[config.mk]
export PLATFORM = sky130hd
export DESIGN_NAME = swo_frame_packer
export DESIGN_NICKNAME = d
export VERILOG_FILES = /design/src/rtl/swo_pkg.sv /design/src/rtl/swo_byte_fifo.sv /design/src/rtl/swo_frame_packer.sv
export SDC_FILE = /design/constraint.sdc
export NUM_CORES = 1
export LEC_CHECK = 0
export ABC_AREA = 1
export BUFFER_PORTS_ARGS = -buffer_cell sky130_fd_sc_hd__buf_2
export CAP_MARGIN = 20
export CELL_PAD_IN_SITES_DETAIL_PLACEMENT = 0
export CELL_PAD_IN_SITES_GLOBAL_PLACEMENT = 1
export CORE_UTILIZATION = 41
export CTS_BUF_LIST = sky130_fd_sc_hd__clkbuf_16
export CTS_CLUSTER_SIZE = 14
export DETAILED_ROUTE_END_ITERATION = 8
export PLACE_DENSITY_LB_ADDON = 0.1
export SETUP_SLACK_MARGIN = 0.2
export SLEW_MARGIN = 20
export SYNTH_ARGS = -nofsm -noshare
export SYNTH_HDL_FRONTEND = slang
export SYNTH_SLANG_ARGS = --single-unit
[constraint.sdc]
create_clock -name clk -period 5.1 [get_ports clk]
set_input_delay 0.51 -clock clk [delete_from_list [all_inputs] [get_ports clk]]
set_output_delay 0.51 -clock clk [all_outputs]
set_load 0.01 [all_outputs]
[src/rtl/swo_pkg.sv]
`default_nettype none
// ============================================================================
//  Module      : swo_pkg
//  Description : Shared constants and the packer state type for the SWO
//                frame packer and its byte FIFO.
//  Revision    : 1.0 - initial release
// ============================================================================
package swo_pkg;

  // Bytes per frame and the width needed to count 0..16 of them.
  localparam int FRAME_BYTES = 16;
  localparam int FRAME_LEN_W = 5;

  // Width of the idle counter and of the flush threshold.
  localparam int FLUSH_W = 17;

  // Packer state: collecting bytes, or holding a finished frame.
  typedef enum logic {
    FILL    = 1'b0,
    PRESENT = 1'b1
  } pack_state_e;

endpackage : swo_pkg
`default_nettype wire

[src/rtl/swo_byte_fifo.sv]
`default_nettype none
// ============================================================================
//  Module      : swo_byte_fifo
//  Description : Byte-wide circular-buffer FIFO, 2**DEPTH_LOG2 entries.
//                Pointers carry an extra wrap bit so that full and empty are
//                distinguished without a separate occupancy counter. The read
//                data is the head entry, presented combinationally.
//  Ports       : clk, rst       - clock, asynchronous active-high reset
//                i_wr, i_wdata  - write request and byte (ignored when full)
//                i_rd, o_rdata  - pop request (ignored when empty), head byte
//                o_empty, o_full- occupancy flags
//  Revision    : 1.0 - initial release
// ============================================================================
module swo_byte_fifo #(
  parameter int DEPTH_LOG2 = 4
) (
  input  logic       clk,
  input  logic       rst,
  input  logic       i_wr,
  input  logic [7:0] i_wdata,
  input  logic       i_rd,
  output logic [7:0] o_rdata,
  output logic       o_empty,
  output logic       o_full
);

  localparam int DEPTH = 1 << DEPTH_LOG2;

  logic [7:0]          r_mem [DEPTH];
  logic [DEPTH_LOG2:0] r_wptr;
  logic [DEPTH_LOG2:0] r_rptr;
  logic                w_do_wr;
  logic                w_do_rd;

  // Same index with opposite wrap bits means the writer is a full lap ahead.
  assign o_empty = (r_wptr == r_rptr);
  assign o_full  = (r_wptr[DEPTH_LOG2] != r_rptr[DEPTH_LOG2]) &&
                   (r_wptr[DEPTH_LOG2-1:0] == r_rptr[DEPTH_LOG2-1:0]);

  assign w_do_wr = i_wr && !o_full;
  assign w_do_rd = i_rd && !o_empty;

  assign o_rdata = r_mem[r_rptr[DEPTH_LOG2-1:0]];

  // Storage needs no reset: an entry is only read after it has been written.
  always_ff @(posedge clk) begin
    if (w_do_wr) begin
      r_mem[r_wptr[DEPTH_LOG2-1:0]] <= i_wdata;
    end
  end

  always_ff @(posedge clk or posedge rst) begin
    if (rst) begin
      r_wptr <= '0;
      r_rptr <= '0;
    end else begin
      if (w_do_wr) begin
        r_wptr <= r_wptr + (DEPTH_LOG2 + 1)'(1);
      end
      if (w_do_rd) begin
        r_rptr <= r_rptr + (DEPTH_LOG2 + 1)'(1);
      end
    end
  end

endmodule : swo_byte_fifo
`default_nettype wire

[src/rtl/swo_frame_packer.sv]
`default_nettype none
// ============================================================================
//  Module      : swo_frame_packer
//  Description : Turns the SWO decoder's toggling byte-ready into byte writes,
//                buffers them, and packs them into 16-byte frames offered on a
//                valid/ready handshake. A partial frame is offered once no new
//                byte has arrived for FLUSH_TICKS cycles.
//  Ports       : clk, rst            - clock, asynchronous active-high reset
//                i_byte_tog          - level change = one new byte
//                i_byte_in[7:0]      - byte accompanying the toggle
//                o_frame_data[127:0] - byte k at bits [8k+7:8k]
//                o_frame_len[4:0]    - valid bytes, 0 when no frame offered
//                o_frame_valid       - frame offered
//                i_frame_ready       - consumer accepts the offered frame
//                o_overflow_count    - saturating count of dropped bytes
//  Revision    : 1.0 - initial release
// ============================================================================
module swo_frame_packer
  import swo_pkg::*;
#(
  parameter int                 DEPTH_LOG2  = 4,
  parameter logic [FLUSH_W-1:0] FLUSH_TICKS = 17'd65535
) (
  input  logic                     clk,
  input  logic                     rst,
  input  logic                     i_byte_tog,
  input  logic [7:0]               i_byte_in,
  output logic [FRAME_BYTES*8-1:0] o_frame_data,
  output logic [FRAME_LEN_W-1:0]   o_frame_len,
  output logic                     o_frame_valid,
  input  logic                     i_frame_ready,
  output logic [15:0]              o_overflow_count
);

  logic                     r_tog_q;
  logic                     w_strobe;
  logic                     w_wr;
  logic                     w_pop;
  logic                     w_empty;
  logic                     w_full;
  logic [7:0]               w_rdata;

  pack_state_e              r_state;
  logic [FRAME_LEN_W-1:0]   r_len;
  logic [FRAME_BYTES*8-1:0] r_frame_data;
  logic [FLUSH_W-1:0]       r_idle;
  logic                     r_valid;
  logic [15:0]              r_ovf;

  // ---------------------------------------------------------------------------
  // Toggle detect: decoder shares this clock, so no synchroniser is needed.
  // ---------------------------------------------------------------------------
  always_ff @(posedge clk or posedge rst) begin
    if (rst) begin
      r_tog_q <= 1'b0;
    end else begin
      r_tog_q <= i_byte_tog;
    end
  end

  assign w_strobe = i_byte_tog ^ r_tog_q;

  // Fullness is the pre-edge flag, so a same-cycle pop never frees a slot.
  assign w_wr  = w_strobe && !w_full;
  assign w_pop = (r_state == FILL) && !w_empty;

  swo_byte_fifo #(
    .DEPTH_LOG2 (DEPTH_LOG2)
  ) u_fifo (
    .clk     (clk),
    .rst     (rst),
    .i_wr    (w_wr),
    .i_wdata (i_byte_in),
    .i_rd    (w_pop),
    .o_rdata (w_rdata),
    .o_empty (w_empty),
    .o_full  (w_full)
  );

  // ---------------------------------------------------------------------------
  // Dropped-byte counter, saturating.
  // ---------------------------------------------------------------------------
  always_ff @(posedge clk or posedge rst) begin
    if (rst) begin
      r_ovf <= '0;
    end else if (w_strobe && w_full && (r_ovf != 16'hFFFF)) begin
      r_ovf <= r_ovf + 16'd1;
    end
  end

  // ---------------------------------------------------------------------------
  // Packer FSM with idle counter and frame register.
  // ---------------------------------------------------------------------------
  always_ff @(posedge clk or posedge rst) begin
    if (rst) begin
      r_state      <= FILL;
      r_len        <= '0;
      r_frame_data <= '0;
      r_idle       <= '0;
      r_valid      <= 1'b0;
    end else if (r_state == FILL) begin
      if (w_pop) begin
        r_frame_data[{r_len[3:0], 3'b000} +: 8] <= w_rdata;
        r_len  <= r_len + FRAME_LEN_W'(1);
        r_idle <= '0;
        if (r_len == FRAME_LEN_W'(FRAME_BYTES - 1)) begin
          r_state <= PRESENT;
          r_valid <= 1'b1;
        end
      end else if (r_len != '0) begin
        // FIFO empty with a partial frame pending: count toward the flush.
        if (r_idle == FLUSH_TICKS) begin
          r_state <= PRESENT;
          r_valid <= 1'b1;
          r_idle  <= '0;
        end else begin
          r_idle <= r_idle + FLUSH_W'(1);
        end
      end
    end else begin
      r_idle <= '0;
      if (i_frame_ready) begin
        r_state      <= FILL;
        r_valid      <= 1'b0;
        r_len        <= '0;
        r_frame_data <= '0;
      end
    end
  end

  assign o_frame_valid    = r_valid;
  assign o_frame_data     = r_frame_data;
  assign o_frame_len      = r_valid ? r_len : '0;
  assign o_overflow_count = r_ovf;

endmodule : swo_frame_packer
`default_nettype wire

# After elaboration in Yosys (flattened, before gate mapping)
# Memories as Yosys holds them, arrays and structs flattened.
# Cells that the tools add are included.
# W data, S select, Z words.
[word_totals] in_bits=12 out_inout_bits=150 register_bits=179 mem_count=1 ramBits=128
[mem_list] memory="u_fifo.r_mem" depth=16 width=8 read_ports=1 rd_ports_with_merged_regs=0 write_ports=1 line="swo_byte_fifo.sv:29" text="logic [7:0] r_mem [DEPTH];"
[classes] muxes=26 n_addsub=6 eq_ne=8 n_shift=2 n_bitwise=2 reduce_logical=15
[op_table] op="$mux W128" n=3
[op_table] op="$bwmux W128" n=1
[op_table] op="$shift A8 B9 Y128 const A" n=1
[op_table] op="$shiftx A8 B9 Y128" n=1
[op_table] op="$mux W17" n=4
[op_table] op="$mux W5" n=4
[op_table] op="$add A17 B1 Y17 const B" n=1
[op_table] op="$eq A17 B16 Y1 const B" n=1
[op_table] op="$add A16 B1 Y16 const B" n=1
[op_table] op="$ne A16 B16 Y1 const B" n=1
[op_table] op="$add A5 B1 Y5 const B" n=3
[op_table] op="$mux W1" n=14
[op_table] op="$neg A7 Y9" n=1
[op_table] op="$logic_and A1 B1 Y1" n=7
[op_table] op="$reduce_bool A3 Y1" n=2
[op_table] op="$eq A5 B4 Y1 const B" n=1
[op_table] op="$eq A5 B5 Y1" n=1
[op_table] op="$reduce_bool A5 Y1" n=1
[op_table] op="$eq A4 B4 Y1" n=1
[op_table] op="$reduce_and A4 Y1" n=1
[op_table] op="$ne A3 B3 Y1 const B" n=1
[op_table] op="$logic_not A1 Y1" n=2
[op_table] op="$ne A2 B2 Y1 const B" n=1
[op_table] op="$reduce_and A2 Y1" n=1
[op_table] op="other kinds (4)" n=4

# Logic depth before layout (Yosys ltp)
[depth] ltp_word=7 mapped_depth=14 mapped_depth_nobuf=13

# Cells and area by module
# From an unflattened synthesis, not the netlist that was laid out.
[unflattened] cells_unflattened=1552 hier_area_um2=13964.6
[by_module_without_submodules] mod="swo_frame_packer" seq_area_each_um2=4229.1 area_per_inst_um2=7993.9 cells_per_inst=992 instances=1
[by_module_without_submodules] mod="swo_byte_fifo" seq_area_each_um2=4093.9 area_per_inst_um2=5970.7 cells_per_inst=560 instances=1

# Worst setup path before layout
# OpenSTA, ideal clock, no wires.
[synth_timing] kind="register to register" from="reg r_len[0]" to="reg r_frame_data[36] (netlist: o_frame_data[36])" t_arrival_ns=1.921 path_stages_with_launch=13 setup_time_ns=0.128 setup_slack_ns=3.051 path_cell_list="dfrtp_1 buf_2 inv_2 ha_1 buf_2 clkinv_1 nand3_1 nor2_4 nand2_1 nand2_1 nand2_1 nand2_1 o21ai_0"
[synth_via] elab_chain_cells=5 word_cells_on_any_way=6 classes_between="1 x add/sub; 2 x shift; 3 x mux"
[synth_lines] item="start: declaration" line="swo_frame_packer.sv:44" text="logic [FRAME_LEN_W-1:0] r_len;"
[synth_lines] item="start signal: assignment" line="swo_frame_packer.sv:104" text="r_len <= r_len + FRAME_LEN_W'(1);"
[synth_lines] item="$neg A7 Y9 *" line="swo_frame_packer.sv:103" text="r_frame_data[{r_len[3:0], 3'b000} +: 8] <= w_rdata;"
[synth_lines] item="$shiftx A8 B9 Y128 or $shift A8 B9 Y128 (tied branches)" line="swo_frame_packer.sv:103"
[synth_lines] item="$bwmux W128 *" line="swo_frame_packer.sv:103"
[synth_lines] item="$mux W128 *" line="swo_frame_packer.sv:102" text="if (w_pop) begin"
[synth_lines] item="$mux W128 *" line="swo_frame_packer.sv:101" text="end else if (r_state == FILL) begin"
[synth_lines] item="end signal: indexed assignment" line="swo_frame_packer.sv:103"
[synth_lines] item="end: declaration" line="swo_frame_packer.sv:45" text="logic [FRAME_BYTES*8-1:0] r_frame_data;"
# Mark *: on every way between the ends. The rest lies on a longest branch, timed or not. The select of a mux whose other input is x is not followed.
# A chain may end at the register's enable or synchronous reset.

# Final worst setup path
[layout_timing] from="reg u_fifo.r_rptr[1]" to="reg r_ovf[8] (netlist: o_overflow_count[8])"
[layout_via] elab_chain_cells=4
[layout_lines] item="start: declaration" line="swo_byte_fifo.sv:31" text="logic [DEPTH_LOG2:0] r_rptr;"
[layout_lines] item="start signal: assignment" line="swo_byte_fifo.sv:61" text="r_rptr <= r_rptr + (DEPTH_LOG2 + 1)'(1);"
[layout_lines] item="$eq A4 B4 Y1" line="swo_byte_fifo.sv:38" text="(r_wptr[DEPTH_LOG2-1:0] == r_rptr[DEPTH_LOG2-1:0]);"
[layout_lines] item="$logic_and A1 B1 Y1" line="swo_byte_fifo.sv:37" text="assign o_full = (r_wptr[DEPTH_LOG2] != r_rptr[DEPTH_LOG2]) &&"
[layout_lines] item="$logic_and A1 B1 Y1 (2 in a row)" line="swo_frame_packer.sv:86" text="end else if (w_strobe && w_full && (r_ovf != 16'hFFFF)) begin"
[layout_lines] item="end signal: assignment" line="swo_frame_packer.sv:87" text="r_ovf <= r_ovf + 16'd1;"
[layout_lines] item="end: declaration" line="swo_frame_packer.sv:48" text="logic [15:0] r_ovf;"
# No other way between the ends.

==> results.cfg <==
[run]
max_cap_viol_count = 0

[grt]
grt_first_pass_wirelength_mm = 57.51
grt_pass1_vias = 9971
globalRouteTotalUtil_pct = 22.10
grt_start_max_net_pins = 139
globalRouteOverflowTotal = 0
grt_antenna_before_repair = 0

[final_layout]
antennaDiodeCount = 0
layout.core_utilization_pct = 48.51
drive_above_1_share_pct = 17.93
nNetsFinal = 1523
syn_to_final_growth_pct = 16.45
final_cell_area_mm2 = 0.01574
final_cell_count_no_fill = 1965

[routing]
drtAntennaViolNets = 0
dr_total_vias = 10110
post_drt_wl_per_cell_um = 18.53
detail_route.vias_per_cell = 5.145
drtPass1Iterations = 5
route.final.wire_length_mm = 36.42
drc_errors = 0
iteration_0_drc_count_of_the_detailed_router = 694

[placed_design]
dp_hpwl_mm = 23.01
placedInstanceArea_mm2 = 0.01462
post-place-cells = 1904
gp_routability_congestion = 0.8005
port_buffer_count = 161

[cts]
cts.hold.buffers_added = 0
clock_sinks = 307
post_cts_buffers = 0
ctsHtreeMaxLevel = 2
post_cts.resized_instances = 0
cts_inserted_buffers = 35
cts_tree = yes
cts_root_buffer_type = clkbuf_16
cts.reportedPaths.clkPinSlew_ns = 0.06
cts-root-to-sink-buffers = 3
clock_latency_ns = 0.51

[pwr]
vdd.ir_drop.worst_mv = 0.3512
powerDensity_mw_per_mm2 = 606.8
cellLeakagePower_uw = 0.007070

[min_path]
hold_path_end = r_tog_q$_DFF_PP0_
hp-class = in2reg
holdPathStages = 1
worstHoldStart = i_byte_tog

[yosys]
synth.cell_area_mm2 = 0.01352
synth_seq_area_share_pct = 61.56
postSynthNetCount = 1374
synthMostInstantiatedCell = nand2_1
yosys.cell_types.count = 47
ys_dominant_reg_cell = dfrtp_1
synth_edf_count = 128
post_synth.cell_area_avg_um2 = 10.01
synth.ff_latch_count = 307
synth.area.top_cells = dfrtp_1, edfxtp_1, nand2_1
syn-instance-count = 1350
ys_warn_count = 0
yosysTopAreaCell = dfrtp_1
synth-async-reset-ratio_pct = 58.31
synth_top_area_share_pct = 33.13
synth.top_cells.by_count = nand2_1, dfrtp_1, nor2_1

[timing]
fin_tns_setup_ns = 0
setup_violations = 0
max_slew_margin_pct = 34.81
peak_freq_mhz = 311.6
worst_slack_on_hold_paths_ns = 0.1516
rsz_0062_raised_after_global_routing = no
worstMarginPinSlew_ns = 0.9718
final_max_slew_viol_count = 0
timing.final.crit_share_pct = 62.92
finalClockSkew_ns = 0.02289
finalHoldViolCount = 0
period_needed_ns = 3.209

[floorplanning]
floorplan.die.height_um = 183.6
row_count = 66
core-area_mm2 = 0.03245
initial_core_util_pct = 41.66
boundaryPins = 162
floorplan.die_area_mm2 = 0.03370
die-width_um = 183.6

[critical_path]
critPathCaptureType = register
rr_endpoint = o_overflow_count[8]$_DFFE_PP0P_
worst_setup_path_start_kind = register
class_of_the_most_critical_setup_path = reg2reg
rr_worst_depth = 11
timing.critical_path.fanout_max = 35
rr_startpoint = u_fifo.r_rptr[1]$_DFFE_PP0P_
timing.reg2reg.setup_slack_ns = 1.89
worst_ep_arrival_time_ns = 3.59
worst_ep_required_time_ns = 5.48

[run_status]
status = completed
-- cell usage in the layout, fill, tap and decap left out, drive strengths merged --
cell type,count
clkinv,17
nand3b,1
and3,1
bufinv,5
xor2,26
or2,1
o22ai,20
buf,168
clkinvlp,1
nand4,67
xnor2,12
nor4,2
a41oi,1
a31oi,1
o21bai,1
a21oi,4
inv,87
nand3,58
o21ai,152
o41ai,1
edfxtp,128
nor3,19
nor2,147
ha,12
dfrtp,179
and2,1
clkbuf,35
o211ai,16
nand2,360
-- area by class of cell --
| cell class | count | area [um2] |
|---|---|---|
| Timing Repair Buffer | 168 | 870.8 |
| Sequential cell | 307 | 8324 |
| Tap cell | 442 | 553.0 |
| Inverter | 84 | 326.6 |
| Clock buffer | 35 | 875.8 |
| Multi-Input combinational cell | 903 | 4549 |
| Fill cell | 3120 | 16710 |
| Clock inverter | 26 | 242.7 |
-- metal layers --
metal	track usage, %	part of all wire [%]	vias to the layer above
met5	0	0	-
met4	5.467	2.0	0
li1	-	-	4886
met1	31.39	47	4922
met2	35.53	47	251
met3	3.229	4.5	51
-- how the worst max path moves through the flow --
stage	start	endpoint	slack, ns	cells after the start
after CTS	u_fifo.r_rptr[1]$_DFFE_PP0P_	o_overflow_count[8]$_DFFE_PP0P_	1.86	11
final	u_fifo.r_rptr[1]$_DFFE_PP0P_	o_overflow_count[8]$_DFFE_PP0P_	1.89	11
after detailed placement	u_fifo.r_rptr[1]$_DFFE_PP0P_	o_overflow_count[8]$_DFFE_PP0P_	1.85	11
after global placement	u_fifo.r_rptr[1]$_DFFE_PP0P_	o_overflow_count[2]$_DFFE_PP0P_	1.93	11
after floorplan	rst	o_frame_data[0]$_DFFE_PP0P_	2.30	1
after global routing	u_fifo.r_rptr[1]$_DFFE_PP0P_	o_overflow_count[2]$_DFFE_PP0P_	1.45	11
-- state kept, by name, summed over array words and instances, names as in the netlist --
register          count
r_tog_q               1
r_len                 5
o_frame_valid         1
r_idle               17
u_fifo.r_mem        128
u_fifo.r_wptr         5
o_overflow_count     16
o_frame_data        128
r_state               1
u_fifo.r_rptr         5
-- worst max-delay path, stage by stage, from the launching register on --
cell and delay, ns:
dfrtp_1 0.73, buf_4 0.45, nand2_1 0.09, nand2_1 0.09, nand2_2 0.06, nor2_4 0.17, nand2_1 0.09, nor2_1 0.32
nand2_1 0.39, inv_1 0.41, nand2_1 0.11, xnor2_1 0.14
-- logic make-up after synthesis --
| family | synth area share [%] |
|---|---|
| fa+ha+maj | 1.111 |
| xor+xnor | 2.517 |
| flops | 61.56 |
| compound gates | 7.904 |
| simple gates | 22.12 |
| buf+inv | 4.785 |
-- power by group --
part           switching [uW]  internal, uW  total [uW]
Combinational            2810           905        3710
Sequential                329          3040        3370
Clock                     978          1500        2480
Total                    4110          5440        9550
-- per-stage QoR --
stage | total power, uW | worst slack [ns]
floorplan | 5892 | 2.295
global placement | 7117 | 1.926
detailed placement | 7133 | 1.853
CTS | 9642 | 1.857
global route | 10150 | 1.453
finish | 9552 | 1.891
(Power assumes the default switching activity.)
